$ cat src/rtl/uart_pkg.sv
// Shared UART definitions: serializer state encoding, default line timing and
// the baud divider calculation used by both the tx and rx stages.
package uart_pkg;

  localparam int unsigned DEF_CLK_FREQ  = 50_000_000;
  localparam int unsigned DEF_BAUD_RATE = 9600;
  localparam int unsigned DATA_W        = 8;

  localparam logic [2:0] ST_IDLE   = 3'd0;
  localparam logic [2:0] ST_START  = 3'd1;
  localparam logic [2:0] ST_DATA   = 3'd2;
  localparam logic [2:0] ST_PARITY = 3'd3;
  localparam logic [2:0] ST_STOP   = 3'd4;

  typedef logic [DATA_W-1:0] uart_byte_t;

  // Clock cycles per bit period.
  function automatic int unsigned baud_cnt_max(input int unsigned clk_freq,
                                               input int unsigned baud_rate);
    return clk_freq / baud_rate;
  endfunction

endpackage

$ cat src/rtl/uart_fifo.sv
// Synchronous show-ahead byte FIFO: the head entry is visible on rd_data_c
// whenever the FIFO is not empty. DEPTH must be a power of two, minimum 2.
module uart_fifo
  import uart_pkg::*;
#(
  parameter  int unsigned DEPTH = 16,
  localparam int unsigned PTR_W = $clog2(DEPTH),
  localparam int unsigned CNT_W = PTR_W + 1
) (
  input  logic             clk,
  input  logic             rst,
  input  logic             wr_en,
  input  uart_byte_t       wr_data,
  input  logic             rd_en,
  output uart_byte_t       rd_data_c,
  output logic             full_c,
  output logic             empty_c,
  output logic [CNT_W-1:0] count
);

  uart_byte_t       mem_q [DEPTH];
  logic [PTR_W-1:0] wr_ptr_q, wr_ptr_d;
  logic [PTR_W-1:0] rd_ptr_q, rd_ptr_d;
  logic [CNT_W-1:0] cnt_q, cnt_d;
  logic             do_wr;
  logic             do_rd;

  assign full_c    = (cnt_q == CNT_W'(DEPTH));
  assign empty_c   = (cnt_q == '0);
  assign count     = cnt_q;
  assign rd_data_c = mem_q[rd_ptr_q];

  // Pointer and occupancy update; pointers wrap naturally at the power-of-two depth.
  always_comb begin
    do_wr    = wr_en && !full_c;
    do_rd    = rd_en && !empty_c;
    wr_ptr_d = wr_ptr_q;
    rd_ptr_d = rd_ptr_q;
    cnt_d    = cnt_q;
    if (do_wr) wr_ptr_d = wr_ptr_q + PTR_W'(1);
    if (do_rd) rd_ptr_d = rd_ptr_q + PTR_W'(1);
    case ({do_wr, do_rd})
      2'b10:   cnt_d = cnt_q + CNT_W'(1);
      2'b01:   cnt_d = cnt_q - CNT_W'(1);
      default: cnt_d = cnt_q;
    endcase
  end

  always_ff @(posedge clk) begin
    if (rst) begin
      wr_ptr_q <= '0;
      rd_ptr_q <= '0;
      cnt_q    <= '0;
    end else begin
      wr_ptr_q <= wr_ptr_d;
      rd_ptr_q <= rd_ptr_d;
      cnt_q    <= cnt_d;
    end
  end

  // Storage needs no reset: entries are only read once written.
  always_ff @(posedge clk) begin
    if (do_wr) mem_q[wr_ptr_q] <= wr_data;
  end

endmodule

$ cat src/rtl/uart_tx_buf.sv
// Buffered 8N1 UART transmitter: bytes queue in uart_fifo and are serialized
// back-to-back on tx. Define UART_TX_PARITY_EN to add an even parity bit.
module uart_tx_buf
  import uart_pkg::*;
#(
  parameter  int unsigned CLK_FREQ   = DEF_CLK_FREQ,
  parameter  int unsigned BAUD_RATE  = DEF_BAUD_RATE,
  parameter  int unsigned FIFO_DEPTH = 16,
  localparam int unsigned CNT_W      = $clog2(FIFO_DEPTH) + 1
) (
  input  logic             sys_clk,
  input  logic             sys_rst,
  input  logic [7:0]       pi_data,
  input  logic             pi_flag,
  output logic             pi_ready,
  output logic             tx,
  output logic             tx_busy,
  output logic [CNT_W-1:0] fifo_cnt,
  output logic             ovf
);

  localparam int unsigned BAUD_MAX = baud_cnt_max(CLK_FREQ, BAUD_RATE);
  localparam int unsigned BAUD_W   = (BAUD_MAX > 1) ? $clog2(BAUD_MAX) : 1;

  logic [2:0]        state_q, state_d;
  logic [BAUD_W-1:0] baud_cnt_q, baud_cnt_d;
  logic [2:0]        bit_idx_q, bit_idx_d;
  uart_byte_t        shift_q, shift_d;
  logic              tx_q, tx_d;
  logic              tx_busy_q, tx_busy_d;
  logic              pi_ready_q, pi_ready_d;
  logic              ovf_q, ovf_d;

  logic              baud_last;
  logic [2:0]        bit_nxt;
  logic              pop;
  logic              fifo_wr;
  logic [CNT_W-1:0]  cnt_nxt;
  uart_byte_t        head_c;
  logic              full_c;
  logic              empty_c;

  assign fifo_wr = pi_flag && pi_ready_q && !full_c;

  uart_fifo #(
    .DEPTH (FIFO_DEPTH)
  ) u_fifo (
    .clk       (sys_clk),
    .rst       (sys_rst),
    .wr_en     (fifo_wr),
    .wr_data   (pi_data),
    .rd_en     (pop),
    .rd_data_c (head_c),
    .full_c    (full_c),
    .empty_c   (empty_c),
    .count     (fifo_cnt)
  );

  assign baud_last = (baud_cnt_q == BAUD_W'(BAUD_MAX - 1));
  assign bit_nxt   = bit_idx_q + 3'd1;

  // Serializer; tx_d is the line level for the state being entered so tx stays registered.
  always_comb begin
    state_d    = state_q;
    baud_cnt_d = baud_cnt_q;
    bit_idx_d  = bit_idx_q;
    shift_d    = shift_q;
    tx_d       = tx_q;
    tx_busy_d  = tx_busy_q;
    pop        = 1'b0;
    case (state_q)
      ST_IDLE: begin
        tx_d      = 1'b1;
        tx_busy_d = 1'b0;
        if (!empty_c) begin
          pop        = 1'b1;
          shift_d    = head_c;
          state_d    = ST_START;
          baud_cnt_d = '0;
          tx_d       = 1'b0;
          tx_busy_d  = 1'b1;
        end
      end
      ST_START: begin
        baud_cnt_d = baud_cnt_q + BAUD_W'(1);
        if (baud_last) begin
          baud_cnt_d = '0;
          bit_idx_d  = '0;
          state_d    = ST_DATA;
          tx_d       = shift_q[0];
        end
      end
      ST_DATA: begin
        baud_cnt_d = baud_cnt_q + BAUD_W'(1);
        if (baud_last) begin
          baud_cnt_d = '0;
          if (bit_idx_q == 3'd7) begin
`ifdef UART_TX_PARITY_EN
            state_d = ST_PARITY;
            tx_d    = ^shift_q;
`else
            state_d = ST_STOP;
            tx_d    = 1'b1;
`endif
          end else begin
            bit_idx_d = bit_nxt;
            tx_d      = shift_q[bit_nxt];
          end
        end
      end
`ifdef UART_TX_PARITY_EN
      ST_PARITY: begin
        baud_cnt_d = baud_cnt_q + BAUD_W'(1);
        if (baud_last) begin
          baud_cnt_d = '0;
          state_d    = ST_STOP;
          tx_d       = 1'b1;
        end
      end
`endif
      ST_STOP: begin
        baud_cnt_d = baud_cnt_q + BAUD_W'(1);
        if (baud_last) begin
          baud_cnt_d = '0;
          // Chain straight into the next start bit so queued bytes leave gap-free.
          if (!empty_c) begin
            pop     = 1'b1;
            shift_d = head_c;
            state_d = ST_START;
            tx_d    = 1'b0;
          end else begin
            state_d   = ST_IDLE;
            tx_d      = 1'b1;
            tx_busy_d = 1'b0;
          end
        end
      end
      default: begin
        state_d    = ST_IDLE;
        baud_cnt_d = '0;
        tx_d       = 1'b1;
        tx_busy_d  = 1'b0;
      end
    endcase
  end

  // pi_ready tracks next-cycle occupancy, so a pop while full frees space one cycle later.
  always_comb begin
    cnt_nxt    = fifo_cnt + CNT_W'(fifo_wr) - CNT_W'(pop);
    pi_ready_d = (cnt_nxt != CNT_W'(FIFO_DEPTH));
    ovf_d      = pi_flag && !pi_ready_q;
  end

  always_ff @(posedge sys_clk) begin
    if (sys_rst) begin
      state_q    <= ST_IDLE;
      baud_cnt_q <= '0;
      bit_idx_q  <= '0;
      shift_q    <= '0;
      tx_q       <= 1'b1;
      tx_busy_q  <= 1'b0;
      pi_ready_q <= 1'b1;
      ovf_q      <= 1'b0;
    end else begin
      state_q    <= state_d;
      baud_cnt_q <= baud_cnt_d;
      bit_idx_q  <= bit_idx_d;
      shift_q    <= shift_d;
      tx_q       <= tx_d;
      tx_busy_q  <= tx_busy_d;
      pi_ready_q <= pi_ready_d;
      ovf_q      <= ovf_d;
    end
  end

  assign tx       = tx_q;
  assign tx_busy  = tx_busy_q;
  assign pi_ready = pi_ready_q;
  assign ovf      = ovf_q;

endmodule
$ cat config.mk
export PLATFORM = sky130hd
export DESIGN_NAME = uart_tx_buf
export DESIGN_NICKNAME = d
export VERILOG_FILES = /design/src/rtl/uart_pkg.sv /design/src/rtl/uart_fifo.sv /design/src/rtl/uart_tx_buf.sv
export SDC_FILE = /design/constraint.sdc
export NUM_CORES = 1
export LEC_CHECK = 0
export ABC_AREA = 1
export CAP_MARGIN = 20
export CORE_ASPECT_RATIO = 1.5
export CORE_MARGIN = 4
export CORE_UTILIZATION = 60
export DETAILED_ROUTE_END_ITERATION = 12
export GPL_TIMING_DRIVEN = 0
export PLACE_DENSITY = 0.79
export SLEW_MARGIN = 40
export SYNTH_ARGS = -nofsm -noshare
export SYNTH_HDL_FRONTEND = slang
export SYNTH_SLANG_ARGS = --single-unit
$ cat constraint.sdc
create_clock -name sys_clk -period 6.75 [get_ports sys_clk]
set_clock_uncertainty 0.15 [all_clocks]
set_input_delay 1.0125 -clock sys_clk [delete_from_list [all_inputs] [get_ports sys_clk]]
set_output_delay 1.0125 -clock sys_clk [all_outputs]
set_load 0.1 [all_outputs]
==> results of run 1 <==
## layout make-up
type,count,area (sq um)
Buffer,33,156
Tap cell,162,203
Clock inverter,15,254
Timing Repair Buffer,18,135
Fill cell,1032,4250
Inverter,122,458
Sequential cell,176,4800
Clock buffer,17,425
Multi-Input combinational cell,580,2780
## routing by layer
| layer | GRT usage | share of wire |
|---|---|---|
| met5 | 0 | 0 |
| met2 | 0.479 | 0.52 |
| met1 | 0.303 | 0.36 |
| met4 | 0.142 | 0.051 |
| met3 | 0.0507 | 0.065 |
## registers in the layout, summed over array words and instances, names as in the netlist, named ones only
name	flops
baud_cnt_q	13
bit_idx_q	3
ovf	1
pi_ready	1
shift_q	8
state_q	3
tx	1
tx_busy	1
u_fifo.count	5
u_fifo.mem_q	128
u_fifo.rd_ptr_q	4
u_fifo.wr_ptr_q	4
## worst max-delay path: stages
cell and delay, ps:
clkdlybuf4s50_1 480, nand3_1 230, inv_1 270, ha_1 220
fa_1 420, nor3_1 220, nand4_1 110, or2_2 290
## cell usage in the layout, fill, tap and decap left out, drive strengths merged
cell / n
clkbuf: 34
clkinvlp: 4
a21oi: 30
o22ai: 1
bufinv: 6
a31oi: 1
xor2: 8
inv: 127
o21bai: 1
nand3b: 1
dfxtp: 48
xnor2: 3
buf: 25
nand4: 6
nand3: 94
nor2: 115
nor2b: 1
fa: 2
clkdlybuf4s50: 9
nand2: 257
o21ai: 28
nor3: 12
ha: 18
or2: 1
a21boi: 1
edfxtp: 128
## worst max-delay path by stage
stage,startpoint,end,cells after the start
finish,pi_flag,pi_ready,8
global route,u_fifo.count[2],u_fifo.count[4],14
CTS,pi_flag,pi_ready,8
detailed placement,pi_flag,pi_ready,8
global placement,pi_flag,pi_ready,9
floorplan,u_fifo.count[2],pi_ready,12
## cell families (layout without fill, tap and decap cells)
group / Yosys count / after routing
DFF: 176 / 176
AOI/OAI and AO/OA: 62 / 62
buffers and inverters: 155 / 205
adders and majority gates: 20 / 20
xor gates and xnor gates: 11 / 11
and+or+nand+nor: 487 / 487
## per-stage QoR
step | hold slack, ps | area, sq um | setup slack (ps) | cells | utilization
4_1_cts | 312 | 9220 | 3640 | 1123 | 0.685
2_1_floorplan | 302 | 8200 | 3280 | 911 | -
6_report | 310 | 9220 | 3650 | 1123 | 0.685
5_1_grt | 364 | 9220 | 3470 | 1123 | 0.685
3_5_place_dp | 286 | 8540 | 3200 | 1091 | 0.634
3_3_place_gp | 289 | 8580 | 3230 | 1091 | 0.637
## power by group
group          switching [mW]  internal, mW  total [mW]  leakage [nW]
combinational           0.925         0.375        1.30          1.97
clock                   0.430         0.700        1.13         0.318
sequential             0.0562          1.25        1.31          1.55
## cells in the mapped netlist, types with 2 or more instances
library cell	n
inv_2	9
inv_1	113
ha_1	18
nor3_2	5
nor3_1	7
nand2_2	3
buf_4	3
nand3_2	3
nor2_2	5
nor2_1	109
nand3_1	89
clkbuf_1	17
xor2_1	8
xnor2_1	3
edfxtp_1	128
a21oi_2	2
a21oi_1	27
dfxtp_1	48
buf_2	11
fa_1	2
nand2_1	253
nand4_1	6
nand3_4	2
o21ai_0	28
==> metrics, run 1 <==
initial core utilization=0.609; Buffers on Ports=18; hold path cells=1; number of global-route vias before repair=6036; cells after synthesis=911; clk_lat worst skew=430 ps; Max Clk Rate=322 MHz; initial antenna violation count=0; via/cell ratio=5.55; IR drop worst, VDD=407 uV; cell row count=52; Synth Area in Adders=0.0323; CTS buffer count=17; minimum clock period=3100 ps; Post-synth EDFFs=128; launching point of the worst reg2reg path=u_fifo.count[3]; RePlAce Congestion=1.00; Sink Count=176; Worst-Margin Slew=814 ps; RSZ-0062 raised after global routing=no; flop and latch count out of synthesis=176; diodes inserted=0; main combinational cell family by area after synthesis=simple AND/OR/NAND/NOR gates; post-CTS setup buffers=0; pins over their slew limit=0; Final Setup Violations=0; # hold bufs at CTS=0; largest net degree at the start of global routing=17; final period utilization=0.459; Synth area leader=edfxtp_1; gr usage total=0.271; area share of and/or/nand/nor cells after synthesis=0.254; count of cell types in the netlist=36; TritonRoute pass-1 iters=6; status=complete, no violations; final WL=19800 microns; Syn Nets=942; HPWL after detailed placement=13500 microns; global-route wire length before repair=31000 microns; Post-Syn Area=8200 sq um; Worst EP required=6920 ps; Layout area overhead=12.4%; top post-synthesis cells by area=edfxtp_1 (47%), dfxtp_1 (12%), nand2_1 (12%), nand3_1 (5.4%), inv_1 (5.2%); R2R cell count=13; Synth Area in XOR/XNOR=0.0117; CTS max path bufs=2; Pwr Total=3.74 mW; crit start category=primary input; # DRC=0; CTS H-tree depth=4; Synth Area in Compound Gates=0.0410; Syn. warnings=0; syn avg cell area=9.00 sq um; fraction of registers with async set or reset after synthesis=0; share of cells above drive strength 1=0.0926; clock slew at reported path FFs=70 ps; Routed Antenna Nets=0; WHS Endpoint=ovf; DIE HEIGHT=151 microns; fin nets=979; Setup CP Type=in -> reg; Crit. End Element=flip-flop; hold_sp=pi_ready; maxcap violations=0; worst relative slew slack=0.455; Placeable Area=13500 sq um; Synth top area share=0.469; CTS tree=built; initial drt markers=390; die width=103 microns; die area=15600 sq um; vias post-DR=6236; crit path DAT=3270 ps; leakage=3.84 nW; post_cts resized=0; Final Hold Vio Count=0; setup slack, reg-to-reg=3650 ps; ys flop type=edfxtp_1; # IOs=20; mux share of post-synthesis cell area=0; clock root buffer=clkbuf_16; GRT overflow=0; Avg WL per Cell=17.6 microns; Hold Crit Class=reg -> reg; Power Density=406 nW/um^2; register area share after synthesis=0.586; RR Endpoint=pi_ready; worst-path maximum fanout=7; Setup TNS=0 ps
(Power assumes the default switching activity.)
==> inputs of run 2 (changes only) <==
==> constraint.sdc (replaced) <==
create_clock -name sys_clk -period 3.1 [get_ports sys_clk]
set_clock_uncertainty 0.15 [all_clocks]
set_input_delay 0.465 -clock sys_clk [delete_from_list [all_inputs] [get_ports sys_clk]]
set_output_delay 0.465 -clock sys_clk [all_outputs]
set_load 0.1 [all_outputs]
==> metrics, run 2 (synthesis results as in run 1) <==
leakage=3.80 nW (was 3.84 nW); CTS buffer count=17 (unchanged); diodes inserted=0 (unchanged); Final Hold Vio Count=0 (unchanged); via/cell ratio=5.50 (was 5.55); Sink Count=176 (unchanged); setup slack, reg-to-reg=200 ps (was 3650 ps); DP Worst Slack=74.3 ps (was 3200 ps); Max Clk Rate=344 MHz; worst relative slew slack=0.466 (was 0.455); crit path cell chain=ha_1 > nand2_1 > nor2_4 > nand3_4 > a21oi_2 > ha_1 > inv_1 > ha_1 > fa_1 > nor3_1 > nand4_1 > or2_2 (was clkdlybuf4s50_1 > nand3_1 > inv_1 > ha_1 > fa_1 > nor3_1 > nand4_1 > or2_2); maxcap violations=0 (unchanged); launching point of the worst reg2reg path=baud_cnt_q[1] (was u_fifo.count[3]); fin util=0.678 (was 0.685); largest net degree at the start of global routing=17 (unchanged); initial drt markers=498 (was 390); Setup CP Type=reg -> reg (was in -> reg); most frequent cells in the layout=nand2_1 (252), edfxtp_1 (128), inv_1 (113), nor2_1 (108), nand3_1 (89) (was nand2_1 (253), edfxtp_1 (128), inv_1 (113), nor2_1 (109), nand3_1 (89)); logic gate share of total power=0.366 (was 0.348); Avg WL per Cell=17.3 microns (was 17.6 microns); initial core utilization=0.609 (unchanged); switching part of the total=0.390 (was 0.377); # hold bufs at CTS=0 (unchanged); Critical path origin=baud_cnt_q[1] (was pi_flag); Final Setup Violations=0 (unchanged); die area=15600 sq um (unchanged); pins over their slew limit=0 (unchanged); Pwr Total=7.78 mW (was 3.74 mW); Layout area overhead=11.3% (was 12.4%); CTS tree=built (unchanged); Reg power frac=0.367 (was 0.350); clock root buffer=clkbuf_16 (unchanged); initial antenna violation count=0 (unchanged); share of cells above drive strength 1=0.0999 (was 0.0926); number of global-route vias before repair=6140 (was 6036); crit start category=flip-flop (was primary input); Power Density=853 nW/um^2 (was 406 nW/um^2); global-route wire length before repair=30300 microns (was 31000 microns); P_sw=3.04 mW (was 1.41 mW); clock slew at reported path FFs=70 ps (about the same); CTS H-tree depth=4 (unchanged); slowest stage delay, CP=420 ps (was 480 ps); Setup TNS=0 ps (unchanged); status=complete, no violations (unchanged); TritonRoute pass-1 iters=6 (unchanged); Routed Antenna Nets=0 (unchanged); final period utilization=0.937; critical path's slowest cell=fa_1 (was clkdlybuf4s50_1); Largest regs=u_fifo.mem_q x128, baud_cnt_q x13, shift_q x8 (unchanged); # DRC=0 (unchanged); crit path DAT=3060 ps (was 3270 ps); Critical Path Most Common Cell=ha_1; fin nets=980 (was 979); Buffers on Ports=18 (unchanged); RR Endpoint=pi_ready (unchanged); worst-path maximum fanout=5 (was 7); Reg with most FFs=u_fifo.mem_q (unchanged); RSZ-0062 raised after global routing=no (unchanged); Clock power frac=0.268 (was 0.302); commonest non-fill, non-tap cell in the layout=nand2_1 (unchanged); minimum clock period=2900 ps; final WL=19500 microns (was 19800 microns); die width=103 microns (unchanged); gr usage total=0.264 (was 0.271); IR drop worst, VDD=823 uV (was 407 uV); DIE HEIGHT=151 microns (unchanged); HPWL after detailed placement=13600 microns (was 13500 microns); CTS max path bufs=2 (unchanged); final worst slack=196 ps (was 3650 ps); clk_lat worst skew=430 ps (about the same); Int Pwr=4.75 mW (was 2.33 mW); Worst Setup EP=pi_ready (unchanged); Hold Crit Class=in -> reg (was reg -> reg); R2R cell count=12 (was 13); Crit. End Element=flip-flop (unchanged); Worst-Margin Slew=799 ps (was 814 ps); RePlAce Congestion=0.984 (was 1.00); # IOs=20 (unchanged); vias post-DR=6174 (was 6236); cell row count=52 (unchanged); Worst EP required=3260 ps (was 6920 ps); max reg flops=128 (unchanged); Placeable Area=13500 sq um (unchanged); GRT overflow=0 (unchanged)
==> run 2: critical path, delay by kind of cell (launching register included) <==
kind | cells | cell delay [ps]
and+or+nand+nor | 6 | 1050
AOI/OAI and AO/OA | 1 | 170
DFF | 1 | 350
adders and majority gates | 4 | 1010
buffers and inverters | 1 | 60
==> run 2: how the worst min path moves through the flow <==
stage | startpoint | cells after the start | slack [ps] | to
2_1_floorplan | baud_cnt_q[9] | 2 | 300 | baud_cnt_q[9]
3_3_place_gp | pi_ready | 1 | 290 | ovf
3_5_place_dp | pi_ready | 1 | 280 | ovf
4_1_cts | sys_rst | 2 | 270 | baud_cnt_q[12]
5_1_grt | sys_rst | 2 | 310 | baud_cnt_q[12]
6_report | sys_rst | 2 | 280 | state_q[2]
==> run 2: power groups by stage <==
stage / clock network, mW / logic, mW / registers [mW]
3_5_place_dp: 0 / 2.78 / 2.90
3_3_place_gp: 0 / 2.76 / 2.90
5_1_grt: 2.17 / 3.16 / 2.88
2_1_floorplan: 0 / 1.77 / 3.15
6_report: 2.08 / 2.84 / 2.86
4_1_cts: 2.09 / 2.81 / 2.86
==> run 2: area by class of cell <==
| class | instances | area, sq um |
|---|---|---|
| sequential | 176 | 4810 |
| fill | 1051 | 4340 |
| multi-input combinational | 580 | 2790 |
| inverter | 122 | 458 |
| clock buffer | 17 | 425 |
| tap | 162 | 203 |
| buffer | 33 | 156 |
| timing repair buffer | 19 | 143 |
| clock inverter | 14 | 141 |
==> run 2: layer usage <==
layer,up-vias,global-route usage,wire [microns]
met2,245,0.470,10200
met4,0,0.152,1090
met1,2841,0.289,6970
met3,70,0.0447,1190
li1,3018,-,-
met5,-,0,0
==> run 2: through the flow <==
stage	std cells	instance area [sq um]	hold WS, ps
6_report	1123	9130	282
4_1_cts	1122	9110	272
3_3_place_gp	1091	8590	288
3_5_place_dp	1091	8550	282
5_1_grt	1123	9130	314
2_1_floorplan	911	8210	302
==> run 2: timing repair <==
item | 4_1_cts | 5_1_grt
resized for setup | 0 | 2
endpoints found under the hold margin | 0 | 0
endpoints found under the setup margin | 0 | 2
setup buffers | 0 | 1
==> inputs of run 3 (changes only) <==
--- a/config.mk
+++ b/config.mk
@@ -6,7 +6,6 @@
 export NUM_CORES = 1
 export LEC_CHECK = 0
 export ABC_AREA = 1
-export CAP_MARGIN = 20
 export CORE_ASPECT_RATIO = 1.5
 export CORE_MARGIN = 4
 export CORE_UTILIZATION = 60
==> results of run 3 <==
Final layout, timing and power as in run 2 (identical DEF).
